<file path="src/rtl/work_loader_pkg.sv">
// work_loader_pkg: shared definitions for the work loader slice.
//   - loader FSM state encoding
//   - default frame geometry (header length, sync marker)
//   - helper that locates a header byte lane inside the flat header bus
package work_loader_pkg;

    localparam int unsigned HEADER_BYTES_DEF = 80;
    localparam logic [7:0]  SYNC_BYTE_DEF    = 8'hA5;

    typedef enum logic [1:0] {
        ST_IDLE  = 2'd0,
        ST_LOAD  = 2'd1,
        ST_CKSUM = 2'd2,
        ST_HOLD  = 2'd3
    } state_t;

    // LSB position of header byte i in the flat header bus; use as [lsb +: 8].
    function automatic int unsigned hdr_lane_lsb(input int unsigned i);
        return i * 8;
    endfunction

endpackage

</file>
<file path="src/rtl/work_loader_if.sv">
// work_loader_if: byte-stream input and header-output handshakes of the loader.
//   in_data/in_valid/in_ready          : UART RX byte stream (valid/ready)
//   work_header/work_valid/work_ready  : verified header to the miner core
// Modports:
//   slave  : the loader side (accepts bytes, offers headers)
//   master : the environment side (host byte source + miner core)
import work_loader_pkg::*;

interface work_loader_if #(
    parameter int unsigned HEADER_BYTES = HEADER_BYTES_DEF
);
    logic [7:0]                in_data;
    logic                      in_valid;
    logic                      in_ready;
    logic [8*HEADER_BYTES-1:0] work_header;
    logic                      work_valid;
    logic                      work_ready;

    modport slave (
        input  in_data, in_valid, work_ready,
        output in_ready, work_header, work_valid
    );

    modport master (
        output in_data, in_valid, work_ready,
        input  in_ready, work_header, work_valid
    );
endinterface

</file>
<file path="src/rtl/work_loader_frame_timer.sv">
// work_loader_frame_timer: inter-byte idle timer.
//   clk, reset : clock and synchronous active-high reset
//   en         : count one idle cycle
//   clr        : restart from zero (has priority over en)
//   expired    : count has reached LIMIT; holds there until cleared
module work_loader_frame_timer #(
    parameter int unsigned LIMIT = 100000,
    parameter int unsigned CNT_W = 17
) (
    input  logic clk,
    input  logic reset,
    input  logic en,
    input  logic clr,
    output logic expired
);
    logic [CNT_W-1:0] cnt_q;

    assign expired = (cnt_q == CNT_W'(LIMIT));

    always_ff @(posedge clk) begin
        if (reset || clr) begin
            cnt_q <= '0;
        end else if (en && !expired) begin
            cnt_q <= cnt_q + CNT_W'(1);
        end
    end
endmodule

</file>
<file path="src/rtl/work_loader.sv">
// work_loader: frames the host byte stream as SYNC + header + XOR checksum,
// verifies it, and offers each good header to the miner core.
//   clk, reset  : clock, synchronous active-high reset
//   bus         : work_loader_if.slave (byte input + header output handshakes)
//   err_cksum   : one-cycle pulse after a checksum mismatch
//   err_timeout : one-cycle pulse after an inter-byte timeout abort
//   err_count   : saturating count of both error kinds
//   busy        : frame in progress (LOAD or CKSUM)
import work_loader_pkg::*;

module work_loader #(
    parameter int unsigned HEADER_BYTES   = HEADER_BYTES_DEF,
    parameter logic [7:0]  SYNC_BYTE      = SYNC_BYTE_DEF,
    parameter int unsigned TIMEOUT_CYCLES = 100000,
    parameter int unsigned CNT_W          = 17
) (
    input  logic        clk,
    input  logic        reset,
    work_loader_if.slave bus,
    output logic        err_cksum,
    output logic        err_timeout,
    output logic [7:0]  err_count,
    output logic        busy
);
    localparam int unsigned IDX_W = 7;
    localparam logic [IDX_W-1:0] LAST_IDX = IDX_W'(HEADER_BYTES - 1);

    state_t state_q, state_d;

    logic [HEADER_BYTES-1:0][7:0] buf_q;
    logic [HEADER_BYTES-1:0][7:0] hdr_q;
    logic [IDX_W-1:0]             idx_q;
    logic [7:0]                   xor_q;

    logic rdy;
    logic in_fire;
    logic expired;
    logic sync_seen;
    logic load_wr;
    logic cksum_ok;
    logic cksum_bad;
    logic timeout;

    // Ready depends only on registered state, so the acceptance strobe
    // used by the FSM has no combinational loop back into itself.
    assign rdy     = !reset && (state_q != ST_HOLD);
    assign in_fire = bus.in_valid && rdy;

    assign bus.in_ready    = rdy;
    assign bus.work_valid  = (state_q == ST_HOLD);
    assign bus.work_header = hdr_q;
    assign busy            = (state_q == ST_LOAD) || (state_q == ST_CKSUM);

    // Timer runs only inside a frame; any accepted byte restarts it.
    work_loader_frame_timer #(
        .LIMIT (TIMEOUT_CYCLES),
        .CNT_W (CNT_W)
    ) u_timer (
        .clk     (clk),
        .reset   (reset),
        .en      (1'b1),
        .clr     (!busy || in_fire),
        .expired (expired)
    );

    always_ff @(posedge clk) begin
        if (reset) begin
            state_q <= ST_IDLE;
        end else begin
            state_q <= state_d;
        end
    end

    always_comb begin
        state_d   = state_q;
        sync_seen = 1'b0;
        load_wr   = 1'b0;
        cksum_ok  = 1'b0;
        cksum_bad = 1'b0;
        timeout   = 1'b0;
        unique case (state_q)
            ST_IDLE: begin
                if (in_fire && bus.in_data == SYNC_BYTE) begin
                    sync_seen = 1'b1;
                    state_d   = ST_LOAD;
                end
            end
            ST_LOAD: begin
                // Timeout wins over a byte arriving in the same cycle.
                if (expired) begin
                    timeout = 1'b1;
                    state_d = ST_IDLE;
                end else if (in_fire) begin
                    load_wr = 1'b1;
                    if (idx_q == LAST_IDX) begin
                        state_d = ST_CKSUM;
                    end
                end
            end
            ST_CKSUM: begin
                if (expired) begin
                    timeout = 1'b1;
                    state_d = ST_IDLE;
                end else if (in_fire) begin
                    if (bus.in_data == xor_q) begin
                        cksum_ok = 1'b1;
                        state_d  = ST_HOLD;
                    end else begin
                        cksum_bad = 1'b1;
                        state_d   = ST_IDLE;
                    end
                end
            end
            ST_HOLD: begin
                if (bus.work_ready) begin
                    state_d = ST_IDLE;
                end
            end
            default: state_d = ST_IDLE;
        endcase
    end

    always_ff @(posedge clk) begin
        if (reset) begin
            buf_q       <= '0;
            hdr_q       <= '0;
            idx_q       <= '0;
            xor_q       <= '0;
            err_cksum   <= 1'b0;
            err_timeout <= 1'b0;
            err_count   <= '0;
        end else begin
            err_cksum   <= cksum_bad;
            err_timeout <= timeout;
            if ((cksum_bad || timeout) && err_count != 8'hFF) begin
                err_count <= err_count + 8'd1;
            end
            if (sync_seen) begin
                idx_q <= '0;
                xor_q <= '0;
            end
            if (load_wr) begin
                buf_q[idx_q] <= bus.in_data;
                xor_q        <= xor_q ^ bus.in_data;
                idx_q        <= idx_q + IDX_W'(1);
            end
            if (cksum_ok) begin
                hdr_q <= buf_q;
            end
        end
    end
endmodule

</file>
<file path="src/flat_wrapper.sv">
// flat-port wrapper written by rule: the top's interface ports become plain ports
module work_loader_flat 
#(
    parameter int unsigned HEADER_BYTES   = HEADER_BYTES_DEF,
    parameter logic [7:0]  SYNC_BYTE      = SYNC_BYTE_DEF,
    parameter int unsigned TIMEOUT_CYCLES = 100000,
    parameter int unsigned CNT_W          = 17
)
  (clk, reset, err_cksum, err_timeout, err_count, busy, bus_in_data, bus_in_valid, bus_work_ready, bus_in_ready, bus_work_header, bus_work_valid);
  work_loader_if #(.HEADER_BYTES(HEADER_BYTES)) bus_i ();
  input  logic clk;
  input  logic reset;
  output logic err_cksum;
  output logic err_timeout;
  output logic [7:0] err_count;
  output logic busy;
  input wire logic [$bits(bus_i.in_data)-1:0] bus_in_data;
  input wire logic [$bits(bus_i.in_valid)-1:0] bus_in_valid;
  input wire logic [$bits(bus_i.work_ready)-1:0] bus_work_ready;
  output wire logic [$bits(bus_i.in_ready)-1:0] bus_in_ready;
  output wire logic [$bits(bus_i.work_header)-1:0] bus_work_header;
  output wire logic [$bits(bus_i.work_valid)-1:0] bus_work_valid;
  assign bus_i.in_data = bus_in_data;
  assign bus_i.in_valid = bus_in_valid;
  assign bus_i.work_ready = bus_work_ready;
  assign bus_in_ready = bus_i.in_ready;
  assign bus_work_header = bus_i.work_header;
  assign bus_work_valid = bus_i.work_valid;
  work_loader #(.HEADER_BYTES(HEADER_BYTES), .SYNC_BYTE(SYNC_BYTE), .TIMEOUT_CYCLES(TIMEOUT_CYCLES), .CNT_W(CNT_W)) u_core (.clk(clk), .reset(reset), .bus(bus_i), .err_cksum(err_cksum), .err_timeout(err_timeout), .err_count(err_count), .busy(busy));
endmodule
</file>
<file path="config.mk">
export PLATFORM = sky130hd
export DESIGN_NAME = work_loader_flat
export DESIGN_NICKNAME = d
export VERILOG_FILES = /design/src/rtl/work_loader_pkg.sv /design/src/rtl/work_loader_if.sv /design/src/rtl/work_loader_frame_timer.sv /design/src/rtl/work_loader.sv /design/src/flat_wrapper.sv
export SDC_FILE = /design/constraint.sdc
export NUM_CORES = 2
export LEC_CHECK = 0
export CORE_ASPECT_RATIO = 0.5
export CORE_MARGIN = 2
export CORE_UTILIZATION = 27
export DETAILED_ROUTE_END_ITERATION = 10
export PLACE_DENSITY = 0.56
export REMOVE_ABC_BUFFERS = 1
export SYNTH_ARGS = -nofsm -noshare
export SYNTH_HDL_FRONTEND = slang
export SYNTH_SLANG_ARGS = --single-unit
</file>
<file path="constraint.sdc">
create_clock -name clk -period 2.4 [get_ports clk]
set_input_delay 0.6 -clock clk [delete_from_list [all_inputs] [get_ports clk]]
set_output_delay 0.6 -clock clk [all_outputs]
set_load 0.01 [all_outputs]
</file>
==> impl_metrics.env <==
export IMPL_tightest_slew_ps=705
export IMPL_ctsLongestPathBuffers=3
export IMPL_fin_skew_ps=29.7
export IMPL_max_slew_margin_pct=53.0
export IMPL_overflow=0
export IMPL_maxSlewViolCount=0
export IMPL_synth_seq_area_share_pct=55.5
export IMPL_violations="setup timing"
export IMPL_gp_congestion=0.830
export IMPL_cts_tree="built"
export IMPL_worst_hold_path_type="reg -> reg"
export IMPL_core_um2=176000
export IMPL_htreeDepth=4
export IMPL_rsz0062_at_grt="true"
export IMPL_cts_sinks=1324
export IMPL_cts_hold_fix_buffers=0
export IMPL_hold_viol_final=0
export IMPL_finalPower_mw=44.6
export IMPL_fin_cells=8467
export IMPL_io_buffers=664
export IMPL_fin_area_um2=63900
export IMPL_min_period_over_period_pct=101
export IMPL_critical_path_startpoint_type="flop"
export IMPL_viasPerCell=4.73
export IMPL_drt_total_wl_um=171000
export IMPL_drt_met1_wl_um=67100
export IMPL_grt_max_degree=155
export IMPL_drt_antenna_violating_nets=0
export IMPL_synth_avg_cell_area_um2=8.97
export IMPL_die_h_um=301
export IMPL_cap_violations=0
export IMPL_antenna_found_initial=4
export IMPL_clk_pin_slew_ps=60
export IMPL_final_common_cell="nand2_1"
export IMPL_crit_type="reg -> out"
export IMPL_chipWidth_um=599
export IMPL_p_per_area_nw_per_um2=699
export IMPL_placed_cell_area_um2=58400
export IMPL_final_cell_mix="1286 x nand2_1, 1203 x dfxtp_1, 641 x nand3b_1"
export IMPL_crit_start="u_core.state_q[0]$_SDFFE_PP0P_"
export IMPL_fin_ws_ps=-25.7
export IMPL_netlist_area_um2=47800
export IMPL_yosys_most_used_dff="dfxtp_1"
export IMPL_status="finished, violations left"
export IMPL_drtIter0Drc=2964
export IMPL_ys_warn_count=0
export IMPL_drive_gt1_share_pct=12.9
export IMPL_place_inst=8200
export IMPL_register_area_um2=26700
export IMPL_fin_util_pct=36.3
export IMPL_n_fill_cell=18016
export IMPL_ioPinCount=665
export IMPL_r2r_start="u_core.state_q[1]$_SDFFE_PP0P_"
export IMPL_ys_ff_latch=1324
export IMPL_multi_input_area_um2=18800
export IMPL_wire_per_inst_um=20.2
export IMPL_hold_slack_ps=428
export IMPL_via_count=40024
export IMPL_peakVddDrop_uv=533
export IMPL_worstHoldStart="u_core.buf_q[141]$_SDFFE_PP0P_"
export IMPL_drtPass1Iterations=6
export IMPL_synth_edff_count=0
export IMPL_r2r_slack_ps=-20
export IMPL_grt_pass1_wl_um=247000
export IMPL_fin_nets=5997
export IMPL_cts_buffers=132
export IMPL_path_max_fanout=3
export IMPL_drc=0
export IMPL_areaGrowthSynthToFinish_pct=33.7
export IMPL_start_util_pct=27.1
export IMPL_fin_crit_ps=2430
export IMPL_die_area_um2=181000
export IMPL_route_met3_wl_um=5200
export IMPL_critPathRequiredTime_ps=1800
export IMPL_clk_latency_ps=760
export IMPL_wl_met2_um=91900
export IMPL_critPathArrivalTime_ps=1830
export IMPL_setup_viol=14
export IMPL_top_layer="met4"
export IMPL_setup_worst_path_end_class="output pin"
export IMPL_p_leak_nw=21.6
export IMPL_root_buffer="clkbuf_16"
export IMPL_num_rows=109
export IMPL_yosys_cell_types_count=61
export IMPL_dp_hpwl_um=115000
export IMPL_grt_usage_pct=18.1
export IMPL_fmax_mhz=412
export IMPL_grt_pass1_vias=37554
export IMPL_synthCells=5327
export IMPL_synthArstFlopShare_pct=0
through the flow:
stage / TNS [ps] / setup slack [ps]
6_report: -121 / -25.7
5_1_grt: -5250 / -93.5
2_1_floorplan: - / -24140
3_3_place_gp: -592340 / -535
4_1_cts: -617 / -47.0
3_5_place_dp: -596890 / -568
power by group:
| group | switching [mW] | total, mW | leakage [nW] | internal [mW] |
|---|---|---|---|---|
| sequential | 0.0120 | 22.0 | 10.7 | 22.0 |
| combinational | 0.878 | 1.30 | 8.71 | 0.421 |
| clock | 8.88 | 21.3 | 2.21 | 12.5 |
area by class of cell:
type / instances / area share (%)
sequential: 1324 / 41.7
multi-input combinational: 3516 / 29.5
timing repair buffer: 983 / 17.0
clock buffer: 201 / 6.29
tap: 2386 / 4.67
clock inverter: 35 / 0.740
inverter: 20 / 0.118
antenna: 2 / 0.00783
logic make-up after synthesis:
family                     Yosys count  share of synthesized area [%]
AOI/OAI and AO/OA                 1336                           14.2
xor gates and xnor gates            23                          0.422
adders and majority gates            8                          0.210
buffers and inverters              487                           5.70
DFF                               1324                           55.5
muxes                                5                          0.118
and+or+nand+nor                   2144                           23.8
cells in the mapped netlist (all sizes together) (10+ instances only):
cell | number | share of area [%]
nor2 | 25 | 0.21
clkbuf | 292 | 2.3
nand2 | 1296 | 10
o21ai | 644 | 6.7
nand4 | 89 | 1.9
nand2b | 20 | 0.26
buf | 175 | 3.2
xnor2 | 14 | 0.26
nand3 | 18 | 0.19
inv | 20 | 0.16
dfxtp | 1324 | 55
a21oi | 661 | 6.9
nand3b | 641 | 10
nor3 | 10 | 0.16
what timing repair did:
action                                  in CTS  in global routing
endpoints found under the setup margin     556                551
buffers inserted                            13                  7
gates cloned                                 9                  4
pin swaps                                    2                  9
endpoints found under the hold margin        0                  0
gates resized for setup                    202                 79
layer usage:
| metal | vias to the layer above | global-route usage (%) |
|---|---|---|
| li1 | 19373 | - |
| met1 | 19593 | 20.4 |
| met2 | 803 | 34.3 |
| met3 | 255 | 2.00 |
| met4 | 0 | 7.99 |
| met5 | - | 0 |
final timing paths:
| path | endpoint | cells past startpoint |
|---|---|---|
| min reg2reg | u_core.bus.work_header[141]$_SDFFE_PP0P_ | 2 |
| max | busy | 4 |
| max reg2reg | u_core.bus.work_header[129]$_SDFFE_PP0P_ | 12 |
| min | u_core.bus.work_header[141]$_SDFFE_PP0P_ | 2 |
flip-flops by register name, indices dropped and copies added, names as in the netlist:
name / flops
u_core.err_timeout: 1
u_core.err_cksum: 1
u_core.xor_q: 8
u_core.bus.work_header: 640
u_core.idx_q: 7
u_core.buf_q: 640
u_core.state_q: 2
u_core.err_count: 8
u_core.u_timer.cnt_q: 17
critical path, cell delays in order (launching register included):
cell	delay, ps
dfxtp_2	350
buf_4	130
inv_1	70
ha_1	330
clkbuf_4	190
Power figures use the tool's default switching activity.
